File: config.mk
export PLATFORM = sky130hd
export DESIGN_NAME = carrier_sense
export DESIGN_NICKNAME = d
export VERILOG_FILES = /design/src/rtl/carrier_sense.sv
export SDC_FILE = /design/constraint.sdc
export NUM_CORES = 1
export LEC_CHECK = 0
export BUFFER_PORTS_ARGS = -buffer_cell sky130_fd_sc_hd__buf_4
export CORE_ASPECT_RATIO = 0.7
export CORE_MARGIN = 5
export CORE_UTILIZATION = 24
export CTS_CLUSTER_DIAMETER = 50
export DETAILED_ROUTE_END_ITERATION = 6
export GPL_TIMING_DRIVEN = 0
export PLACE_DENSITY = 0.49
export SYNTH_ARGS = -nofsm -noshare
export SYNTH_HDL_FRONTEND = slang
export SYNTH_SLANG_ARGS = --single-unit
File: constraint.sdc
create_clock -name clock -period 10.1 [get_ports clock]
set_input_delay 2.02 -clock clock [delete_from_list [all_inputs] [get_ports clock]]
set_output_delay 2.02 -clock clock [all_outputs]
set_load 0.02 [all_outputs]
File: src/rtl/carrier_sense.sv
// carrier_sense: listen-before-talk gate in front of the inband TX buffer.
// Samples the selected RSSI word, waits for QUIET_CYCLES consecutive quiet
// cycles before granting the channel, and optionally gives up after a
// programmable number of sensing cycles.
module carrier_sense #(
  parameter int QUIET_CYCLES = 16,
  parameter int CNT_W        = 32
) (
  input  logic             clock,
  input  logic             reset,
  input  logic             enable,
  input  logic [1:0]       chan_sel,
  input  logic [31:0]      rssi_0,
  input  logic [31:0]      rssi_1,
  input  logic [31:0]      rssi_2,
  input  logic [31:0]      rssi_3,
  input  logic [31:0]      threshhold,
  input  logic [CNT_W-1:0] rssi_wait,
  input  logic             tx_req,
  input  logic             tx_done,
  output logic             tx_grant,
  output logic             timeout,
  output logic             sensing,
  output logic [15:0]      busy_count,
  output logic [15:0]      debugbus
);

  typedef enum logic [1:0] {
    IDLE  = 2'd0,
    SENSE = 2'd1,
    GRANT = 2'd2
  } state_t;

  localparam logic [15:0]      QUIET_LAST = 16'(QUIET_CYCLES - 1);
  localparam logic [CNT_W-1:0] CNT_ONE    = CNT_W'(1);
  localparam logic [CNT_W-1:0] CNT_MAX    = {CNT_W{1'b1}};

  state_t           state, state_n;
  logic [31:0]      rssi_sel, rssi_q;
  logic [31:0]      thr_l, thr_l_n;
  logic [CNT_W-1:0] wait_l, wait_l_n;
  logic [CNT_W-1:0] wait_cnt, wait_cnt_n;
  logic [15:0]      quiet_cnt, quiet_cnt_n;
  logic [15:0]      busy_count_n;
  logic             tx_grant_n, timeout_n, sensing_n;
  logic             quiet;

  // Pick the sensed channel; registered below, so every compare lags one cycle.
  always_comb begin
    unique case (chan_sel)
      2'd0:    rssi_sel = rssi_0;
      2'd1:    rssi_sel = rssi_1;
      2'd2:    rssi_sel = rssi_2;
      default: rssi_sel = rssi_3;
    endcase
  end

  // Quiet uses the threshold captured at SENSE entry, not the live register.
  assign quiet = (rssi_q <= thr_l);

  // Next-state, counters and registered outputs.
  always_comb begin
    // NOTE: every signal gets a default first so no path leaves it unassigned,
    // which would otherwise infer a latch.
    state_n      = state;
    thr_l_n      = thr_l;
    wait_l_n     = wait_l;
    wait_cnt_n   = wait_cnt;
    quiet_cnt_n  = quiet_cnt;
    busy_count_n = busy_count;
    timeout_n    = 1'b0;

    if (!enable) begin
      // Disabled: drop straight to IDLE, no timeout, busy_count frozen.
      state_n = IDLE;
    end else begin
      unique case (state)
        IDLE: begin
          if (tx_req) begin
            thr_l_n      = threshhold;
            wait_l_n     = rssi_wait;
            wait_cnt_n   = '0;
            quiet_cnt_n  = '0;
            busy_count_n = '0;
            state_n      = (threshhold == 32'd0) ? GRANT : SENSE;
          end
        end
        SENSE: begin
          if (wait_cnt != CNT_MAX) wait_cnt_n = wait_cnt + CNT_ONE;
          if (quiet) begin
            if (quiet_cnt != 16'hFFFF) quiet_cnt_n = quiet_cnt + 16'd1;
          end else begin
            quiet_cnt_n = '0;
            if (busy_count != 16'hFFFF) busy_count_n = busy_count + 16'd1;
          end
          // Grant wins over timeout when both land on the same cycle.
          if (quiet && (quiet_cnt == QUIET_LAST)) begin
            state_n = GRANT;
          end else if ((wait_l != '0) && (wait_cnt == wait_l - CNT_ONE)) begin
            state_n   = IDLE;
            timeout_n = 1'b1;
          end
        end
        GRANT: begin
          // A tx_req alongside tx_done is ignored; IDLE re-arms on its own.
          if (tx_done) state_n = IDLE;
        end
        default: state_n = IDLE;
      endcase
    end

    // Grant output follows the state by one cycle and drops with the exit edge.
    tx_grant_n = (state == GRANT) && (state_n == GRANT);
    sensing_n  = (state_n == SENSE);
  end

  // State, counters, latched settings and registered outputs.
  always_ff @(posedge clock or posedge reset) begin
    if (reset) begin
      state      <= IDLE;
      rssi_q     <= '0;
      thr_l      <= '0;
      wait_l     <= '0;
      wait_cnt   <= '0;
      quiet_cnt  <= '0;
      busy_count <= '0;
      tx_grant   <= 1'b0;
      timeout    <= 1'b0;
      sensing    <= 1'b0;
    end else begin
      // NOTE: non-blocking assignments so every register samples pre-edge values.
      state      <= state_n;
      rssi_q     <= rssi_sel;
      thr_l      <= thr_l_n;
      wait_l     <= wait_l_n;
      wait_cnt   <= wait_cnt_n;
      quiet_cnt  <= quiet_cnt_n;
      busy_count <= busy_count_n;
      tx_grant   <= tx_grant_n;
      timeout    <= timeout_n;
      sensing    <= sensing_n;
    end
  end

  assign debugbus = {state, quiet_cnt[5:0], busy_count[7:0]};

endmodule
==> flow_metrics.py <==
metrics = {
    "floorplanning": {
        "coreArea_um2": 39990,
        "initial_core_util_pct": 24.42,
        "ios": 234,
        "die_x_um": 251.1,
        "dieArea_um2": 44900,
        "die_h_um": 178.8,
        "num_rows": 61,
    },
    "global_route": {
        "grt_util_all_layers_pct": 14.47,
        "grt_pass1_wl_mm": 50.68,
        "grt_max_degree": 86,
        "grt_pass1_vias": 8902,
        "top_usage_layer": "met1",
        "grt_use_met3_pct": 4.553,
        "antenna_found_initial": 1,
        "grt_use_met1_pct": 20.99,
        "overflow": 0,
        "use_met2_pct": 20.88,
    },
    "synth": {
        "ys.flop_type": "dfrtp_1",
        "yosysWarnings": 0,
        "avgSynthCellArea_um2": 9.356,
        "ys_seq_area_share_pct": 42.27,
        "syn_nets": 1279,
        "async_flop_share_pct": 100.0,
        "ys_top_cells_by_area": "dfrtp_1 (42%), mux4_2 (7.4%), nand2_1 (7.2%), ha_1 (4.6%), o21ai_0 (3.4%)",
        "yosys_register_bits": 165,
        "yosysTopAreaCell": "dfrtp_1",
        "synthCells": 1044,
        "yosys.area.top_type_share_pct": 42.27,
        "yosysUniqueCellTypes": 71,
        "synth_edf_count": 0,
        "syn_area_um2": 9768,
    },
    "sta": {
        "tightestPinTransition_ns": 1.132,
        "relSlewSlack_pct": 23.84,
        "hold-worst-slack_ns": 0.4879,
        "finalSetupViolCount": 0,
        "rsz0062_at_grt": "false",
        "hold_viol": 0,
        "min_period_ns": 3.659,
        "setup_tns_ns": 0,
        "fmax_ghz": 0.2733,
        "slew_viol_final": 0,
        "finalCritPeriodShare_pct": 36.23,
        "finClkSkew_ns": 0.01022,
    },
    "setup_path": {
        "arrival_ns": 4.00,
        "crit_fanout": 7,
        "cp-end-kind": "register",
        "r2r_slack_ns": 6.44,
        "worstSetupStartpointType": "register",
        "critical_path_class": "reg2reg",
        "r2r-start": "rssi_q[29]",
        "reg2reg_to": "busy_count[10]",
        "worstSetupStartpoint": "rssi_q[29]",
        "cp.required_ns": 10.44,
        "r2r_cells": 9,
    },
    "hold_path": {
        "min_to": "thr_l[0]",
        "worstHoldPathCells": 2,
        "hold_class": "reg2reg",
        "worstHoldStart": "thr_l[0]",
    },
    "clock_tree": {
        "numCtsBuffers": 17,
        "cts-resized-gates": 0,
        "cts-root-buf": "clkbuf_16",
        "cts_tree": "yes",
        "cts.clk_slew.worst_paths_ns": 0.07,
        "insertion_delay_ns": 0.45,
        "ctsHtreeMaxLevel": 4,
        "cts_buffer_depth": 2,
        "clock-sinks": 165,
        "post_cts_buffers": 0,
        "ctsHoldBuffers": 0,
    },
    "power_and_ir_drop": {
        "peakVddDrop_uv": 146.2,
        "p_per_area_nw_per_um2": 166.5,
        "leakage_nw": 5.788,
    },
    "placed_design": {
        "gp_congestion": 0.8484,
        "dpl.hpwl_mm": 25.22,
        "portBuffers": 232,
    },
    "route": {
        "drt_iter0_drc": 713,
        "via_per_inst": 4.732,
        "avgRoutedWirePerCell_um": 17.38,
        "drc": 0,
        "vias": 8725,
        "wl_mm": 32.05,
        "dr.pass1.iters": 5,
        "antenna_left": 0,
    },
    "outcome": {
        "status": "finished clean",
    },
    "job": {
        "cap_violations": 0,
    },
    "final_layout": {
        "layout_common_cells": "buf_4 (246), nand2_1 (188), dfrtp_1 (165)",
        "drive_gt1_share_pct": 25.23,
        "fin_nets": 1531,
        "final_common_cell": "buf_4",
        "syn_to_final_growth_pct": 30.97,
    },
}
## state kept, by name, indices dropped and copies added, names as in the netlist
name	flops
timeout	1
busy_count	16
state	2
sensing	1
wait_cnt	32
rssi_q	32
tx_grant	1
thr_l	32
wait_l	32
quiet_cnt	16
## cells in the mapped netlist (all sizes together), types with 5 or more instances
| cell type | n |
|---|---|
| nand2 | 188 |
| dfrtp | 165 |
| o21ai | 67 |
| nor2 | 62 |
| inv | 52 |
| clkbuf | 37 |
| ha | 36 |
| nand3 | 36 |
| a21oi | 35 |
| nand4 | 34 |
| mux4 | 32 |
| xnor2 | 32 |
| xor2 | 30 |
| nor3 | 29 |
| nor4 | 25 |
| buf | 21 |
| and3 | 13 |
| or3 | 12 |
| and4 | 10 |
| and2 | 8 |
| mux2i | 7 |
| a21o | 6 |
| a22o | 6 |
| a31oi | 6 |
| nand2b | 6 |
| nor2b | 6 |
| or2 | 6 |
| or4 | 6 |
| a31o | 5 |
| nand4b | 5 |
| o31ai | 5 |
## worst max-delay path, cell delays in order (launching register included)
cell,delay [ns]
dfrtp_1,0.46
ha_1,0.34
nand4_1,0.16
nor4_1,0.98
nand2_1,0.24
a21boi_1,0.24
o211ai_1,0.29
a21oi_1,0.33
and4_1,0.29
a211o_1,0.22
## cell type report
cell class                 instances  area, um2
sequential                       165       4129
inverter                          52      202.7
tap                              535      669.4
multi-input combinational        769       5171
clock inverter                    10      96.34
timing repair buffer             233       1769
clock buffer                      21      480.5
buffer                            58      272.8
fill                            4194      27200
antenna                            1      2.502
## layer usage
metal / part of all wire (%) / up-vias
met5: 0 / -
met3: 6.7 / 28
met1: 50 / 4216
met4: 1.6 / 0
li1: - / 4250
met2: 42 / 231
## through the flow
stage	total power [mW]	util, %	setup WS, ns	cells	area, um2
5_1_grt	2.275	31.99	6.228	1844	12790
4_1_cts	2.154	31.98	6.463	1843	12790
2_1_floorplan	1.246	-	3.618	1044	9768
6_report	2.130	31.99	6.441	1844	12790
3_3_place_gp	1.477	30.45	1.204	1811	12180
3_5_place_dp	1.489	30.54	5.979	1812	12210
## logic make-up (layout without fill, tap and decap cells)
group | count (synthesis) | after routing | share of synthesized area, %
simple gates | 455 | 455 | 23.07
compound gates | 176 | 176 | 11.49
flops | 165 | 165 | 42.27
buf+inv | 110 | 374 | 4.791
xor+xnor | 62 | 62 | 5.559
mux | 40 | 40 | 8.211
fa+ha+maj | 36 | 36 | 4.611
other cells | 0 | 1 | 0
## how the worst max path moves through the flow
stage	endpoint	cells after the start
2_1_floorplan	busy_count[0]	1
3_3_place_gp	rssi_q[5]	2
3_5_place_dp	thr_l[29]	6
4_1_cts	thr_l[29]	6
5_1_grt	quiet_cnt[4]	8
6_report	busy_count[10]	9
## report_power, final
part           leakage, nW  internal, mW  switching (mW)
registers             2.12         0.758          0.0917
clock network        0.286         0.365           0.287
logic                 3.38         0.276           0.352
Power figures use the tool's default switching activity.
